--- config.mk ---
export PLATFORM = sky130hd
export DESIGN_NAME = uart_cmd_rcv
export DESIGN_NICKNAME = d
export VERILOG_FILES = /design/src/rtl/uart_cmd_rcv.sv
export SDC_FILE = /design/constraint.sdc
export NUM_CORES = 1
export LEC_CHECK = 0
export BUFFER_PORTS_ARGS = -buffer_cell sky130_fd_sc_hd__buf_2
export CORE_ASPECT_RATIO = 1.1
export CORE_MARGIN = 1
export CORE_UTILIZATION = 30
export DETAILED_ROUTE_END_ITERATION = 12
export MAX_ROUTING_LAYER = met4
export PLACE_DENSITY = 0.53
export REMOVE_ABC_BUFFERS = 1
export SLEW_MARGIN = 15
export SYNTH_ARGS = -nofsm -noshare
export SYNTH_HDL_FRONTEND = slang
export SYNTH_SLANG_ARGS = --single-unit
--- constraint.sdc ---
create_clock -name clk -period 8.2 [get_ports clk]
set_clock_uncertainty 0.1 [all_clocks]
set_input_delay 1.64 -clock clk [delete_from_list [all_inputs] [get_ports clk]]
set_output_delay 1.64 -clock clk [all_outputs]
set_load 0.005 [all_outputs]
--- src/rtl/uart_cmd_rcv.sv ---
// uart_cmd_rcv: 8N1 UART receiver that packs three bytes into a 24-bit command word,
// held with cmd_rdy_o until the dispatcher clears it.
module uart_cmd_rcv #(
    parameter int BAUD_DIV = 2604,
    parameter int TIMEOUT  = 2000000
) (
    input  logic        clk,
    input  logic        rst_n,
    input  logic        rx_i,
    input  logic        clr_cmd_rdy_i,
    output logic [23:0] cmd_o,
    output logic        cmd_rdy_o,
    output logic        frm_err_o,
    output logic        overrun_o
);
    localparam int BW = $clog2(BAUD_DIV);
    localparam int TW = $clog2(TIMEOUT + 1);
    localparam logic [BW-1:0] HALF = BW'(BAUD_DIV / 2 - 1);
    localparam logic [BW-1:0] FULL = BW'(BAUD_DIV - 1);
    localparam logic [TW-1:0] TOUT = TW'(TIMEOUT);

    typedef enum logic [2:0] {IDLE, START, DATA, STOP, WAIT_HI} state_t;

    state_t        state_q, state_d;
    logic          rx_meta_q, rx_s_q;
    logic [BW-1:0] baud_q, baud_d;
    logic [2:0]    idx_q, idx_d;
    logic [7:0]    sh_q, sh_d;
    logic [1:0]    cnt_q, cnt_d;
    logic [TW-1:0] tout_q, tout_d;
    logic [23:0]   cmd_q, cmd_d;
    logic          cmd_rdy_q, cmd_rdy_d;
    logic          frm_err_q, frm_err_d;
    logic          overrun_q, overrun_d;
    logic          tc, byte_vld, acc;

    always_comb begin
        tc        = baud_q == '0;
        byte_vld  = state_q == STOP && tc && rx_s_q;
        acc       = byte_vld && !cmd_rdy_q;
        state_d   = state_q;
        baud_d    = tc ? FULL : baud_q - BW'(1);
        idx_d     = idx_q;
        sh_d      = sh_q;
        frm_err_d = 1'b0;
        case (state_q)
            IDLE: begin
                if (!rx_s_q) begin
                    state_d = START;
                    baud_d  = HALF;
                end
            end
            START: begin
                if (tc) begin
                    state_d = rx_s_q ? IDLE : DATA;
                    idx_d   = '0;
                end
            end
            DATA: begin
                if (tc) begin
                    sh_d    = {rx_s_q, sh_q[7:1]};
                    idx_d   = idx_q + 3'd1;
                    state_d = idx_q == 3'd7 ? STOP : DATA;
                end
            end
            STOP: begin
                if (tc) begin
                    state_d   = rx_s_q ? IDLE : WAIT_HI;
                    frm_err_d = !rx_s_q;
                end
            end
            default: state_d = rx_s_q ? IDLE : WAIT_HI;
        endcase
        overrun_d = byte_vld && cmd_rdy_q;
        cmd_d     = !acc ? cmd_q :
                    cnt_q == 2'd0 ? {sh_q, cmd_q[15:0]} :
                    cnt_q == 2'd1 ? {cmd_q[23:16], sh_q, cmd_q[7:0]} : {cmd_q[23:8], sh_q};
        cmd_rdy_d = (acc && cnt_q == 2'd2) || (cmd_rdy_q && !clr_cmd_rdy_i);
        cnt_d     = !acc ? cnt_q : cnt_q == 2'd2 ? 2'd0 : cnt_q + 2'd1;
        tout_d    = acc ? '0 : (cnt_q != 2'd0 && state_q == IDLE) ? tout_q + TW'(1) : tout_q;
        // A framing error or a stalled partial command restarts assembly at byte 0
        if (frm_err_d || tout_d == TOUT) begin
            cnt_d  = '0;
            tout_d = '0;
        end
    end

    always_ff @(posedge clk or negedge rst_n) begin
        if (!rst_n) begin
            rx_meta_q <= 1'b1;
            rx_s_q    <= 1'b1;
            state_q   <= IDLE;
            baud_q    <= '0;
            idx_q     <= '0;
            sh_q      <= '0;
            cnt_q     <= '0;
            tout_q    <= '0;
            cmd_q     <= '0;
            cmd_rdy_q <= 1'b0;
            frm_err_q <= 1'b0;
            overrun_q <= 1'b0;
        end else begin
            rx_meta_q <= rx_i;
            rx_s_q    <= rx_meta_q;
            state_q   <= state_d;
            baud_q    <= baud_d;
            idx_q     <= idx_d;
            sh_q      <= sh_d;
            cnt_q     <= cnt_d;
            tout_q    <= tout_d;
            cmd_q     <= cmd_d;
            cmd_rdy_q <= cmd_rdy_d;
            frm_err_q <= frm_err_d;
            overrun_q <= overrun_d;
        end
    end

    assign cmd_o     = cmd_q;
    assign cmd_rdy_o = cmd_rdy_q;
    assign frm_err_o = frm_err_q;
    assign overrun_o = overrun_q;
endmodule

==> impl_metrics.json <==
{
  "drv_slew": 0,
  "p_sw_mw": 0.165,
  "arrival_ps": 3590,
  "p_seq_share_pct": 48.5,
  "cts_hold_buffers": 0,
  "finalCritPeriodShare_pct": 42.3,
  "clkTransAtPathRegs_ps": 60,
  "synth_area_leaders": "dfrtp_1 (50%), mux2_2 (9.4%), xnor2_1 (4.6%), nor3_1 (3.3%), nor2_1 (2.7%)",
  "synth_top_area_share_pct": 49.7,
  "fp.dieH_um": 120,
  "core_um2": 12200,
  "synth_edf_count": 0,
  "setup_ws_ps": 4730,
  "final_layout_size_suffix_gt1_share_pct": 24.5,
  "syn2layout_area_growth_pct": 14.2,
  "drtAntennaViolNets": 0,
  "maxCapViolCount": 0,
  "grt_pass1_wl_mm": 13.5,
  "vdd_drop_max_mv": 0.103,
  "worst_pin_slew_ps": 980,
  "hp-class": "reg2reg",
  "grt_setup_unrepaired": "false",
  "reg2reg_depth": 9,
  "status": "complete, no violations",
  "via_per_inst": 5.02,
  "async_reset_ff_share_pct": 100,
  "die_area_um2": 13200,
  "post_cts_resized": 0,
  "synth.largest_area_cell": "dfrtp_1",
  "pwr-share-clk_pct": 50.4,
  "start_kind": "flip-flop",
  "synth_seq_cells": 78,
  "numCtsBuffers": 9,
  "dp_slack_ps": 4720,
  "power_mw": 0.796,
  "max_slew_margin_pct": 34.7,
  "route.detailed.drc": 0,
  "dp.cells": 513,
  "synthFlopType": "dfrtp_1",
  "rows": 42,
  "avgSynthCellArea_um2": 10.9,
  "power_frac_comb_pct": 1.0,
  "clock-sinks": 78,
  "crit_type": "reg2reg",
  "reg2reg_slack_ps": 4730,
  "utilization_pct": 35.7,
  "holdPathStages": 0,
  "drtIter0Drc": 141,
  "finalCriticalPeriod_ps": 3470,
  "required_ps": 8320,
  "hpwl_mm": 5.28,
  "antenna_found_initial": 0,
  "crit_path_max_fanout": 21,
  "diodes": 0,
  "wl_mm": 7.77,
  "grt_max_degree": 79,
  "clk-insertion-delay-late_ps": 340,
  "start_util_pct": 31.2,
  "io_pins": 31,
  "dr.pass1.iters": 4,
  "p_per_area_nw_per_um2": 182,
  "gp_congestion": 0.815,
  "synth-seq-area-share_pct": 51.1,
  "finalSetupTns_ps": 0,
  "num_vias": 2654,
  "port_buffers": 30,
  "grt-ovfl-total": 0,
  "grt_pass1_vias": 2625,
  "htreeDepth": 3,
  "p_int_mw": 0.631,
  "cts_tree": "yes",
  "cts_setup_buffers": 0,
  "finalNetCount": 378,
  "clock_path_buffers": 2,
  "hold_viol_final": 0,
  "p_sw_share_pct": 20.7,
  "die_w_um": 110,
  "yosys_warnings": 0,
  "track_usage_pct": 13.7,
  "syn_area_um2": 3820,
  "stdcell_count": 529,
  "wl_per_cell_um": 14.7,
  "yosysUniqueCellTypes": 49,
  "leakage_nw": 1.97,
  "max_freq_mhz": 288,
  "synth_cells": 350,
  "setup_viol": 0,
  "end_kind": "flip-flop",
  "cts_root_buffer": "clkbuf_16"
}
-- synth_stat cells (all sizes together), types with 2 or more instances --
cell type  number
nand2          26
nor4            6
a31oi           3
nand4           7
a21oi           7
or4             2
and4            2
xor2           10
buf             7
nor3b           4
or3             9
nor2           27
nor4b           2
dfstp           2
nand2b          4
xnor2          20
mux2           32
a211o           2
o21ai           7
a22o            3
clkbuf         14
ha              4
inv             8
dfrtp          76
nor3           29
o211ai          3
nand3          18
a211oi          3
-- power by group through the flow --
stage	Clock (mW)	Combinational (mW)	Sequential (mW)
global route	0.429	0.0101	0.386
floorplan	0	0.000216	0.393
global placement	0	0.00900	0.393
CTS	0.412	0.00902	0.386
detailed placement	0	0.00905	0.393
finish	0.401	0.00817	0.386
-- cell families (layout without fill, tap and decap cells) --
kind of cell	after synthesis	count (layout)	synth area share [%]
xor gates and xnor gates	30	30	6.87
buffers and inverters	29	54	3.47
muxes	33	33	9.69
AOI/OAI and AO/OA	36	36	6.58
DFF	78	78	51.1
adders and majority gates	4	4	1.31
and+or+nand+nor	140	140	21.0
-- area by class of cell --
cell class,instances,area [µm²]
fill,1245,7880
sequential,78,1950
multi-input combinational,243,1740
clock buffer,11,243
tap,154,193
timing repair buffer,30,153
clock inverter,5,58.8
inverter,8,30.0
-- sequential cells by signal (all words and copies together), names as in the netlist --
register / cells
cmd_o: 24
idx_q: 3
cmd_rdy_o: 1
rx_meta_q: 1
sh_q: 8
frm_err_o: 1
baud_q: 12
state_q: 3
rx_s_q: 1
tout_q: 21
cnt_q: 2
overrun_o: 1
-- critical path, cell delays in order (launching register included) --
cell and delay (ps):
dfrtp_1 380, inv_1 60, ha_1 170, or3b_1 370
or3_1 470, nor3_4 410, nand2b_1 160, nor3_2 260
nand2b_1 700, o21ba_2 260
-- routing by layer --
metal	part of all wire, %	GRT usage (%)	vias to the layer above	routed length (µm)
met4	2.2	5.58	0	168
met5	0	-	-	0
met2	46	19.9	43	3540
li1	-	-	1280	-
met1	49	18.1	1313	3780
met3	3.7	3.50	18	285
-- path summary, 6_finish.rpt --
check                           from          to
setup / recovery           baud_q[0]  tout_q[11]
hold / removal             rx_meta_q      rx_s_q
setup reg to reg           baud_q[0]  tout_q[11]
hold reg to reg            rx_meta_q      rx_s_q
max in group asynchronous      rst_n  state_q[1]
min in group asynchronous      rst_n   tout_q[2]
-- stage by stage --
step	hold slack, ps	area, µm²
after floorplan	245	3720
after global placement	253	4070
after detailed placement	251	4070
after CTS	262	4370
after global routing	270	4370
final	258	4370
-- cell usage in the layout (no fill, tap or decap), types with 9 or more instances in the layout --
| master | instances |
|---|---|
| clkbuf_16 | 9 |
| xor2_1 | 10 |
| dfrtp_1 | 76 |
| mux2_2 | 32 |
| nand3_1 | 18 |
| nor3_1 | 25 |
| xnor2_1 | 20 |
| or3_1 | 9 |
| buf_2 | 29 |
| nand2_1 | 26 |
| nor2_1 | 27 |
Power figures use the tool's default switching activity.
